`config.mk`:
```
export PLATFORM = sky130hd
export DESIGN_NAME = spi_ram_master
export DESIGN_NICKNAME = d
export VERILOG_FILES = /design/src/rtl/spi_ram_master.sv
export SDC_FILE = /design/constraint.sdc
export NUM_CORES = 1
export LEC_CHECK = 0
export BUFFER_PORTS_ARGS = -buffer_cell sky130_fd_sc_hd__buf_4
export CAP_MARGIN = 40
export CORE_ASPECT_RATIO = 0.8
export CORE_UTILIZATION = 42
export CTS_BUF_LIST = sky130_fd_sc_hd__clkbuf_4
export CTS_CLUSTER_DIAMETER = 60
export DETAILED_ROUTE_END_ITERATION = 12
export SETUP_SLACK_MARGIN = 0.05
export SLEW_MARGIN = 20
export SYNTH_ARGS = -nofsm -noshare
export SYNTH_HDL_FRONTEND = slang
export SYNTH_SLANG_ARGS = --single-unit
export TNS_END_PERCENT = 10
```
`constraint.sdc`:
```
create_clock -name clk -period 5.3 [get_ports clk]
set_input_delay 0.795 -clock clk [delete_from_list [all_inputs] [get_ports clk]]
set_output_delay 0.795 -clock clk [all_outputs]
set_load 0.01 [all_outputs]
```
`src/rtl/spi_ram_master.sv`:
```
// spi_ram_master: turns one parallel byte read/write request into the pair of
// 10-bit SPI frames expected by the SPI RAM slave, then reports completion.
// Optional feature: define SPI_ADDR_CACHE_EN to skip address frames that
// repeat the last write/read address already sent to the slave.
module spi_ram_master #(
  parameter int unsigned TURNAROUND = 2,
  parameter int unsigned GAP        = 1
) (
  input  logic       clk,
  input  logic       rst_n,
  input  logic       req_valid,
  output logic       req_ready,
  input  logic       req_wr,
  input  logic [7:0] req_addr,
  input  logic [7:0] req_wdata,
  output logic       rsp_valid,
  output logic [7:0] rsp_rdata,
  output logic       SS_n,
  output logic       MOSI,
  input  logic       MISO
);

  localparam int unsigned CW = 4;
  localparam int unsigned FW = 10;
  localparam logic [CW-1:0] SHIFT_LAST = CW'(FW - 1);
  localparam logic [CW-1:0] CAP_LAST   = CW'(7);
  localparam logic [CW-1:0] TURN_LAST  = CW'(TURNAROUND - 1);
  localparam logic [CW-1:0] GAP_LAST   = CW'(GAP - 1);

  typedef enum logic [2:0] {
    S_IDLE, S_SETUP, S_SHIFT, S_TURN, S_CAPTURE, S_GAP, S_DONE
  } state_e;

  state_e        state_q, state_d;
  logic [CW-1:0] cnt_q, cnt_d;
  logic          second_q, second_d;
  logic          wr_q, wr_d;
  logic [7:0]    addr_q, addr_d;
  logic [7:0]    wdata_q, wdata_d;
  logic [7:0]    shift_q, shift_d;
  logic [7:0]    rdata_q, rdata_d;
  logic          ss_n_q, ss_n_d;
  logic          mosi_q, mosi_d;
  logic          ready_q, ready_d;
  logic          rsp_valid_q, rsp_valid_d;
  logic [FW-1:0] frame;

`ifdef SPI_ADDR_CACHE_EN
  logic       wa_vld_q, wa_vld_d, ra_vld_q, ra_vld_d;
  logic [7:0] wa_q, wa_d, ra_q, ra_d;
`endif

  // Current frame: command {read, second}, payload is address or data
  assign frame = {~wr_q, second_q,
                  second_q ? (wr_q ? wdata_q : 8'h00) : addr_q};

  // Next-state, datapath and registered-output decode
  always_comb begin
    state_d     = state_q;
    cnt_d       = cnt_q;
    second_d    = second_q;
    wr_d        = wr_q;
    addr_d      = addr_q;
    wdata_d     = wdata_q;
    shift_d     = shift_q;
    rdata_d     = rdata_q;
`ifdef SPI_ADDR_CACHE_EN
    wa_vld_d    = wa_vld_q;
    ra_vld_d    = ra_vld_q;
    wa_d        = wa_q;
    ra_d        = ra_q;
`endif

    case (state_q)
      S_IDLE: begin
        if (req_valid && ready_q) begin
          wr_d     = req_wr;
          addr_d   = req_addr;
          wdata_d  = req_wdata;
          second_d = 1'b0;
          cnt_d    = '0;
          state_d  = S_SETUP;
`ifdef SPI_ADDR_CACHE_EN
          if (req_wr) begin
            second_d = wa_vld_q && (wa_q == req_addr);
            wa_vld_d = 1'b1;
            wa_d     = req_addr;
          end else begin
            second_d = ra_vld_q && (ra_q == req_addr);
            ra_vld_d = 1'b1;
            ra_d     = req_addr;
          end
`endif
        end
      end
      S_SETUP: begin
        cnt_d   = '0;
        state_d = S_SHIFT;
      end
      S_SHIFT: begin
        if (cnt_q == SHIFT_LAST) begin
          cnt_d   = '0;
          state_d = (second_q && !wr_q) ? S_TURN : S_GAP;
        end else begin
          cnt_d = cnt_q + CW'(1);
        end
      end
      S_TURN: begin
        if (cnt_q == TURN_LAST) begin
          cnt_d   = '0;
          state_d = S_CAPTURE;
        end else begin
          cnt_d = cnt_q + CW'(1);
        end
      end
      S_CAPTURE: begin
        shift_d = {shift_q[6:0], MISO};
        if (cnt_q == CAP_LAST) begin
          cnt_d   = '0;
          state_d = S_GAP;
        end else begin
          cnt_d = cnt_q + CW'(1);
        end
      end
      S_GAP: begin
        if (cnt_q == GAP_LAST) begin
          cnt_d = '0;
          if (second_q) begin
            state_d = S_DONE;
            if (!wr_q) rdata_d = shift_q;
          end else begin
            state_d  = S_SETUP;
            second_d = 1'b1;
          end
        end else begin
          cnt_d = cnt_q + CW'(1);
        end
      end
      S_DONE:  state_d = S_IDLE;
      default: state_d = S_IDLE;
    endcase

    ss_n_d      = !(state_d == S_SETUP || state_d == S_SHIFT ||
                    state_d == S_TURN  || state_d == S_CAPTURE);
    mosi_d      = (state_d == S_SHIFT) ? frame[SHIFT_LAST - cnt_d] : 1'b0;
    ready_d     = (state_d == S_IDLE);
    rsp_valid_d = (state_d == S_DONE);
  end

  // State, datapath and output registers
  always_ff @(posedge clk or negedge rst_n) begin
    if (!rst_n) begin
      state_q     <= S_IDLE;
      cnt_q       <= '0;
      second_q    <= 1'b0;
      wr_q        <= 1'b0;
      addr_q      <= 8'h00;
      wdata_q     <= 8'h00;
      shift_q     <= 8'h00;
      rdata_q     <= 8'h00;
      ss_n_q      <= 1'b1;
      mosi_q      <= 1'b0;
      ready_q     <= 1'b1;
      rsp_valid_q <= 1'b0;
    end else begin
      state_q     <= state_d;
      cnt_q       <= cnt_d;
      second_q    <= second_d;
      wr_q        <= wr_d;
      addr_q      <= addr_d;
      wdata_q     <= wdata_d;
      shift_q     <= shift_d;
      rdata_q     <= rdata_d;
      ss_n_q      <= ss_n_d;
      mosi_q      <= mosi_d;
      ready_q     <= ready_d;
      rsp_valid_q <= rsp_valid_d;
    end
  end

`ifdef SPI_ADDR_CACHE_EN
  // Last-sent address cache, cleared by reset
  always_ff @(posedge clk or negedge rst_n) begin
    if (!rst_n) begin
      wa_vld_q <= 1'b0;
      ra_vld_q <= 1'b0;
      wa_q     <= 8'h00;
      ra_q     <= 8'h00;
    end else begin
      wa_vld_q <= wa_vld_d;
      ra_vld_q <= ra_vld_d;
      wa_q     <= wa_d;
      ra_q     <= ra_d;
    end
  end
`endif

  assign SS_n      = ss_n_q;
  assign MOSI      = mosi_q;
  assign req_ready = ready_q;
  assign rsp_valid = rsp_valid_q;
  assign rsp_rdata = rdata_q;

endmodule

```
==> results.cfg <==
[outcome]
status = finished, final reports clean

[final_layout]
area_growth_pct = 14.58
drive_gt1_share_pct = 36.28
seq_area_um2 = 1129
stdcell_area_um2 = 2566
fin_nets = 250
num-fill-cells = 474
multi_input_area_um2 = 1022
n_antenna_cell = 0

[cts]
cts_hold_buf = 0
cts_tree = done
cts_resized = 0
numCtsBuffers = 5
clockRootBuffer = clkbuf_4
postCtsSetupBuffers = 0
cts.sinks = 45
ctsLongestPathBuffers = 2
clkTransAtPathRegs_ns = 0.13
insertion_delay_ns = 0.35
cts_max_level = 2

[placed_design]
dp_worst_setup_slack_ns = 2.393
place.gp.congestion = 0.8002
io_buffers = 32
place_area_um2 = 2506
dp_hpwl_um = 2830

[floorplanning]
die-area_um2 = 5631
core_area_um2 = 5065
die_w_um = 83.65
pin_count = 33
die_h_um = 67.32
placementRows = 23
initial_utilization_pct = 44.22

[sta]
hold_slack_ns = 0.4165
setup_viol = 0
finalCritPeriodShare_pct = 55.58
fmax_ghz = 0.3395
slew_headroom_pct = 54.76
fin_worst_skew_ns = 0.005118
rsz0062_at_grt = false
hold_viol = 0
tightest_slew_ns = 0.6760
fin_ws_ns = 2.354
period_needed_ns = 2.946
drv_slew = 0
fin_setup_tns_ns = 0

[drt]
wl_per_cell_um = 14.01
vias = 1499
drt-total-wl_um = 4036
final_antenna_net_count = 0
vias_per_cell = 5.205
drtPass1Iterations = 4
drc = 0
drt-initial-drc-count = 52

[min_path]
hold_path_class = primary input to async pin

[logic_synthesis]
synth_top_area_cell = dfrtp_1
synth-seq-area-share_pct = 50.39
ys_ff_latch = 45
ys_top_cells_by_count = 43 x dfrtp_1, 24 x mux2_2, 14 x nor2_1, 11 x nand2_1, 10 x a21oi_1
synth_nets = 219
netlist_area_um2 = 2240
postSynthAreaPerCell_um2 = 11.54
async_flop_share_pct = 100.0
synth_top_cell_area_share_pct = 48.04
yosys_warnings = 0
ys.flop_type = dfrtp_1
ys_types = 43
yosysMostFrequentCell = dfrtp_1
synth_cells = 194
synth_edf_count = 0
netlist_top_cells_area = dfrtp_1 48%, mux2_2 12%, mux2_4 4.7%

[critical_path]
worst-path-max-fanout = 9
worst_ep_arrival_time_ns = 3.19
critPathRequiredTime_ns = 5.54
setup.worst_path.end_class = flop
startpoint_type = flop
crit_type = flop to flop

[global_route]
grt_pass1_vias = 1489
grt_max_degree = 46
grt_pass1_wl_um = 7217
gr-total-overflow = 0
antenna_found_initial = 0
gr-usage-all-layers_pct = 16.51

[power]
ir_worst_vdd_v = 0.0002653
power.leakage_nw = 1.181
p_per_area_nw_per_um2 = 577.4

[job]
cap_violations = 0
## per-stage QoR
step	total power [mW]	util [%]	instances
after detailed placement	1.323	49.48	280
after global routing	1.622	50.67	288
final	1.482	50.67	288
after floorplan	1.177	-	194
after CTS	1.497	50.67	288
after global placement	1.318	49.48	280
## where the power goes
| part | total (mW) | switching (mW) | internal, mW |
|---|---|---|---|
| Sequential | 0.612 | 0.129 | 0.483 |
| Combinational | 0.699 | 0.331 | 0.368 |
| Clock | 0.170 | 0.108 | 0.0627 |
| Total | 1.48 | 0.568 | 0.914 |
## state kept, by name (all words and copies together), names as in the netlist
register / count
addr_q: 8
rsp_rdata: 8
shift_q: 8
wdata_q: 8
cnt_q: 4
state_q: 3
MOSI: 1
SS_n: 1
req_ready: 1
rsp_valid: 1
second_q: 1
wr_q: 1
## critical path, stage by stage (launching register included)
cell	delay [ns]
dfrtp_1	0.45
inv_1	0.09
ha_1	0.20
nor2b_1	0.22
o21ai_0	0.11
a22oi_1	0.22
nor2_1	0.06
o21ai_0	0.20
o21a_1	0.16
ha_1	0.32
a211oi_1	0.24
a21oi_1	0.06
mux2_4	0.27
mux2i_1	0.14
o22ai_1	0.10
## cells by family (layout without fill, tap and decap cells)
family / count (synthesis) / count (layout) / share of synthesized area (%)
fa+ha+maj: 4 / 4 / 2.235
buf+inv: 17 / 49 / 3.966
simple gates: 53 / 53 / 12.35
compound gates: 37 / 37 / 10.73
xor+xnor: 1 / 1 / 0.7265
flops: 45 / 45 / 50.39
mux: 37 / 37 / 19.61
## worst paths after layout
check                           cells after the start    startpoint  slack (ns)           end
min in group clk                                    1  rsp_rdata[5]        0.51  rsp_rdata[5]
worst min-delay path                                1         rst_n        0.42  rsp_rdata[2]
worst max register to register                     14      cnt_q[1]        2.35          MOSI
worst min register to register                      1  rsp_rdata[5]        0.51  rsp_rdata[5]
max in group asynchronous                           1         rst_n        4.50          MOSI
worst max-delay path                               14      cnt_q[1]        2.35          MOSI
## cell type report
type / count / share of cell area [%]
Clock buffer: 7 / 2.048
Clock inverter: 1 / 0.2925
Inverter: 8 / 1.170
Multi-Input combinational cell: 132 / 39.83
Sequential cell: 45 / 43.98
Tap cell: 62 / 3.023
Timing Repair Buffer: 33 / 9.654
## placed cells by master (no fill, tap or decap), types with 6 or more instances in the layout
cell and n:
a21oi_1 10, buf_4 33, clkbuf_4 7, dfrtp_1 43
inv_1 8, mux2_2 24, mux2_4 7, nand2_1 11
nand3_1 6, nor2_1 14, o21ai_0 7
## metal layers
layer	vias up	GRT usage, %	share of wire, %
li1	748	-	-
met1	715	24.53	54
met2	31	23.17	40
met3	5	3.667	3.9
met4	0	6.992	1.4
met5	-	0	0
Power figures use the tool's default switching activity.
